File: src/rtl/fetch_unit.sv
// Instruction-fetch front end: PC register, next-PC select, IF/ID pipeline register.
// Latency: one cycle from PC to instr_d; a redirect sampled at edge N sets pc after N.
// Backpressure: stall freezes pc and IF/ID; exc_req/eret still redirect and flush.
//
// Ports:
//   clk, reset                 system clock, synchronous active-high reset
//   stall                      hazard stall from decode
//   br_take, br_target         taken branch/jump redirect from decode
//   exc_req                    CP0 exception/interrupt, redirect to HANDLER_PC
//   eret, epc                  exception return, redirect to epc
//   instr                      combinational instruction memory data for pc
//   pc                         fetch address to instruction memory
//   instr_d, pc_d, pc8_d       IF/ID instruction, PC and link address (pc_d + 8)
//   valid_d, adel_d            IF/ID holds a real instruction / fetch address error
//
// Build option: define BRANCH_DELAY_SLOT_EN to keep the instruction fetched in
// the branch-redirect cycle (delay slot). When undefined, a taken branch
// flushes IF/ID, giving a one-bubble penalty.

module fetch_unit #(
  parameter logic [31:0] RESET_PC   = 32'h0000_3000,
  parameter int unsigned IM_WORDS   = 2048,
  parameter logic [31:0] HANDLER_PC = 32'h0000_4180
) (
  input  logic        clk,
  input  logic        reset,
  input  logic        stall,
  input  logic        br_take,
  input  logic [31:0] br_target,
  input  logic        exc_req,
  input  logic        eret,
  input  logic [31:0] epc,
  input  logic [31:0] instr,
  output logic [31:0] pc,
  output logic [31:0] instr_d,
  output logic [31:0] pc_d,
  output logic [31:0] pc8_d,
  output logic        valid_d,
  output logic        adel_d
);

  // Highest word address backed by instruction memory.
  localparam logic [31:0] LAST_PC = RESET_PC + 32'(IM_WORDS * 4) - 32'd4;

  logic        addr_err;
  logic        flush;
  logic        br_flush;
  logic [31:0] pc_next;

`ifdef BRANCH_DELAY_SLOT_EN
  assign br_flush = 1'b0;
`else
  // A branch that decode is still stalling on is not final, so it cannot flush.
  assign br_flush = br_take & ~stall;
`endif

  always_comb begin
    addr_err = (pc[1:0] != 2'b00) || (pc < RESET_PC) || (pc > LAST_PC);
    flush    = exc_req | eret;

    // exc_req and eret outrank stall; br_take only acts on an unstalled cycle.
    pc_next = pc + 32'd4;
    if (exc_req)
      pc_next = HANDLER_PC;
    else if (eret)
      pc_next = epc;
    else if (stall)
      pc_next = pc;
    else if (br_take)
      pc_next = br_target;
  end

  always_ff @(posedge clk) begin
    if (reset) begin
      pc      <= RESET_PC;
      instr_d <= 32'h0;
      pc_d    <= 32'h0;
      valid_d <= 1'b0;
      adel_d  <= 1'b0;
    end else begin
      pc <= pc_next;
      if (flush || br_flush) begin
        // Bubble still carries pc so the slot is traceable in decode.
        instr_d <= 32'h0;
        pc_d    <= pc;
        valid_d <= 1'b0;
        adel_d  <= 1'b0;
      end else if (!stall) begin
        // A bad fetch becomes a valid NOP-like slot carrying the faulting PC,
        // so CP0 can raise a precise AdEL when it reaches decode.
        instr_d <= addr_err ? 32'h0 : instr;
        pc_d    <= pc;
        valid_d <= 1'b1;
        adel_d  <= addr_err;
      end
    end
  end

  assign pc8_d = pc_d + 32'd8;

endmodule

File: config.mk
export PLATFORM = sky130hd
export DESIGN_NAME = fetch_unit
export DESIGN_NICKNAME = d
export VERILOG_FILES = /design/src/rtl/fetch_unit.sv
export SDC_FILE = /design/constraint.sdc
export NUM_CORES = 1
export LEC_CHECK = 0
export ABC_AREA = 1
export CAP_MARGIN = 20
export CORE_MARGIN = 5
export CORE_UTILIZATION = 40
export DETAILED_ROUTE_END_ITERATION = 8
export PLACE_DENSITY = 0.83
export REMOVE_ABC_BUFFERS = 1
export SLEW_MARGIN = 20
export SYNTH_ARGS = -nofsm -noshare
export SYNTH_HDL_FRONTEND = slang
export SYNTH_SLANG_ARGS = --single-unit
File: constraint.sdc
create_clock -name clk -period 1.75 [get_ports clk]
set_input_delay 0.175 -clock clk [delete_from_list [all_inputs] [get_ports clk]]
set_output_delay 0.175 -clock clk [all_outputs]
set_load 0.05 [all_outputs]
=== Yosys cells after proc, flatten, opt, wreduce, memory -nomap -nowiden ===
Cells that the tools add are included.
Widths: inputs -> output; s select.

* Reduce and logical (&&, ||, !) cells: 6
* Equal/unequal tests: 3
* Bitwise logic cells: 3
* $add $sub $neg: 2
* Magnitude comparators: 2
* Multiplexer cells: 7

{| class="wikitable"
|+ Operator list
! kind !! number
|-
| $mux 32 || 6
|-
| $add 32x3->32 const B || 1
|-
| $add 32x4->32 const B || 1
|-
| $gt 32x15->1 const B || 1
|-
| $lt 32x14->1 const B || 1
|-
| $mux 15 || 1
|-
| $ne 2x1->1 const B || 2
|-
| $reduce_or 2->1 || 2
|-
| $logic_or 1x1->1 || 3
|-
| $ne 3x1->1 const B || 1
|-
| $reduce_bool 2->1 || 1
|-
| $and 1x1->1 || 1
|-
| $not 1->1 || 1
|-
| $or 1x1->1 || 1
|}

* Flip-flop bits (word level): 98
* Output and inout port bits: 130
* Input bits: 102
* Logic and storage cells: 29

=== Logic depth before layout (Yosys ltp) ===
* Depth in word-level cells: 5
* Gate-level depth with buffers: 10
* Gate-level depth less buffers: 10

=== Worst setup path after synthesis ===
Ideal clock, no wire load.

* Path kind: flip-flop to output port
* Start: register pc_d[3]
* End: output port pc8_d[28]
* Cell stages (with the launch flop): 7
* Setup slack: -0.999 ns
* Data arrival time: 2.574 ns
* Data required time: 1.575 ns
* Buffers on the path: 0
* Cells stage by stage: dfxtp_1 -> inv_1 -> nor2_1 -> nand2_1 -> nor2_1 -> nand3_1 -> xnor2_1

* Cells in the longest elaborated chain, start to end: 1

{| class="wikitable"
|+ RTL lines
! element !! RTL line !! text
|-
| start, declared || 36 || <nowiki>output logic [31:0] pc_d,</nowiki>
|-
| start signal, assigned || 85 || <nowiki>pc_d <= pc;</nowiki>
|-
| start signal, assigned || 92 || <nowiki>pc_d <= pc;</nowiki>
|-
| $add 32x4->32 || 99 || <nowiki>assign pc8_d = pc_d + 32'd8;</nowiki>
|-
| end, declared || 37 || <nowiki>output logic [31:0] pc8_d,</nowiki>
|}

No other way between the ends.

=== Worst setup path after layout ===
* Start: register pc_d[4]
* End: output port pc8_d[20]

Same word-level chain as after synthesis.

==> run summary <==
Power Dens Cells - 639 mW/mm²
Distinct cells, synth - 35
Worst Setup Slack, final - -435 ps
final hold violations - 0
via count - 6943
worst hold slack - 404 ps
Final Non-Filler Cells - 1285
boundary pin count - 232
failing checks - negative setup slack
leakage - 4.00 nW
Slew headroom - 0.643
crit path capture type - output pin
commonest cells after routing, fill and taps aside - 164 x nand2_1, 150 x buf_4, 135 x clkdlybuf4s50_1
worst hold path type - input port to register
clock-pin slew on the worst setup and hold paths - 70 ps
final WL - 24300 µm
max-slew violations - 0
Synth Instances - 798
initial core utilization - 0.404
largest net degree at the start of global routing - 43
Post-route DRC - 0
Ys Warns - 0
peak supply drop - 0.390 mV
number of buffer cells added on primary ports - 231
crit-path cells - buf_6, nand2_2, nor2_1, buf_4, nand2_4, nor2_4, nand4_1, xor2_2, buf_12
CTS buffer count - 9
crit path kind - register to output pin
sequential area share after synthesis - 0.354
maxcap violations - 0
drt wl/cell - 18.9 µm
worst path arrival time - 2010 ps
area of the multi-input gates - 0.00375 mm²
DRT Pass-1 Iters - 5
Synth area leaders - dfxtp_1 35%, nand2_1 12%, nand3_1 6.3%, a21oi_1 5.5%, nor2_1 5.0%
Nets - 1204
RSZ-0062 raised after global routing - true
fillers - 1014
CP Max Fanout - 4
share of cells above drive strength 1 - 0.338
initial antenna violation count - 0
Die H - 128 µm
max frequency - 458 MHz
post-route cell area - 0.00991 mm²
syn avg cell area - 6.95 µm²
area added between synthesis and finish - 78.6%
Cell Rows - 43
TNS Setup - -6160 ps
minimum clock period - 2180 ps
Reg2Reg Setup Slack - 160 ps
Worst Tran Pin Value - 534 ps
Post-Syn Area - 0.00555 mm²
CP required - 1570 ps
Final GP Congestion - 0.941
global route total overflow - 0
drt initial violations - 538
number of antenna diodes - 0
synthesized flop and latch total - 98
core area - 0.0137 mm²
Clock Sinks - 98
GRT Util Overall - 0.275
post-synth top area share - 0.354
first-pass GRT wire length - 35700 µm
Root Driver - clkbuf_16
die area - 0.0163 mm²
DR vias/cell - 5.40
post-DP HPWL - 17200 µm
CP startpoint kind - register
clk buf depth - 2
CTS tree - done
most common cell after layout, fill and taps aside - nand2_1
post-synth top area cell - dfxtp_1
number of global-route vias before repair - 6882
final setup vio count - 24
H-Tree Level Count - 3
Cell Area, Placed - 0.00867 mm²
Worst Skew - 8.90 ps
Chip Width - 128 µm
Final period util - 1.25
Max stage delay cell, worst path - dfxtp_4
status - finished, violations left
post-route ant nets - 0
clk_lat worst skew - 350 ps
Largest stage delay, worst path - 370 ps
placed insts - 1248
register area - 0.00204 mm²
==> per-layer routing <==
layer | GRT usage | up-vias | wire length (µm)
met1 | 0.306 | 3209 | 8830
met3 | 0.0804 | 61 | 2450
met4 | 0.109 | 0 | 893
met2 | 0.490 | 388 | 12200
met5 | 0 | - | 0
li1 | - | 3285 | -
==> power by group <==
| part | internal [W] | switching [W] | leakage, nW |
|---|---|---|---|
| Sequential | 0.00231 | 0.000133 | 0.815 |
| Combinational | 0.000756 | 0.00102 | 3.03 |
| Clock | 0.00129 | 0.000834 | 0.156 |
| Total | 0.00435 | 0.00198 | 4.00 |
==> worst max-delay path, delay by kind of cell, from the launching register on <==
kind | cells | cell delay (ps)
XOR/XNOR | 1 | 290
flip-flops | 1 | 370
AND/OR/NAND/NOR | 5 | 550
buffers and inverters | 3 | 440
==> flip-flops by register name, indices dropped and copies added (netlist names), named ones only <==
name / count
pc: 30
valid_d: 1
adel_d: 1
instr_d: 32
pc_d: 32
==> final cells by class <==
| class | instances | share of cell area |
|---|---|---|
| clock inverters | 5 | 0.00783 |
| repair buffers | 334 | 0.338 |
| multi-input cells | 597 | 0.379 |
| inverters | 60 | 0.0230 |
| well taps | 180 | 0.0227 |
| clock buffers | 11 | 0.0245 |
| flip-flops and latches | 98 | 0.206 |
==> path summary, 6_finish.rpt <==
path	from	to	depth (start not counted)
max	pc_d[4]	pc8_d[20]	9
min	instr[18]	instr_d[18]	3
max reg2reg	pc[7]	pc[18]	7
min reg2reg	instr_d[31]	instr_d[31]	2
==> Yosys cell counts (all sizes together) <==
| library cell | n |
|---|---|
| nor3b | 1 |
| a221oi | 23 |
| a22oi | 3 |
| nor3 | 12 |
| or2 | 1 |
| nor2 | 83 |
| ha | 2 |
| o211ai | 4 |
| nand3 | 70 |
| a21oi | 89 |
| nand2b | 1 |
| nand3b | 1 |
| a31oi | 3 |
| buf | 19 |
| dfxtp | 98 |
| xnor2 | 11 |
| a41oi | 2 |
| clkbuf | 24 |
| inv | 60 |
| xor2 | 23 |
| and2 | 1 |
| nand2 | 187 |
| o21ai | 66 |
| nand4 | 14 |
==> logic make-up (layout without fill, tap and decap cells) <==
| kind of cell | Yosys count | after routing | synth area share |
|---|---|---|---|
| AND/OR/NAND/NOR | 371 | 371 | 0.295 |
| AO/OA/AOI/OAI | 190 | 190 | 0.211 |
| XOR/XNOR | 34 | 34 | 0.0537 |
| buffers and inverters | 103 | 410 | 0.0823 |
| adder cells (fa/ha/maj) | 2 | 2 | 0.00451 |
| flip-flops | 98 | 98 | 0.354 |
==> through the flow <==
stage | setup WS, ps | power, W | util
2_1_floorplan | -999 | 0.00325 | -
3_3_place_gp | -219 | 0.00411 | 0.632
3_5_place_dp | -238 | 0.00413 | 0.632
4_1_cts | -304 | 0.00632 | 0.699
5_1_grt | -483 | 0.00656 | 0.722
6_report | -435 | 0.00633 | 0.722
==> timing repair <==
item / 4_1_cts / 5_1_grt
hold endpoints to repair: 0 / 0
hold buffers: 0 / 0
gates resized for setup: 127 / 58
buffers inserted: 11 / 14
endpoints found under the setup margin: 25 / 31
pin swaps: 35 / 35
Note: power is estimated with default switching activity, not from simulation.
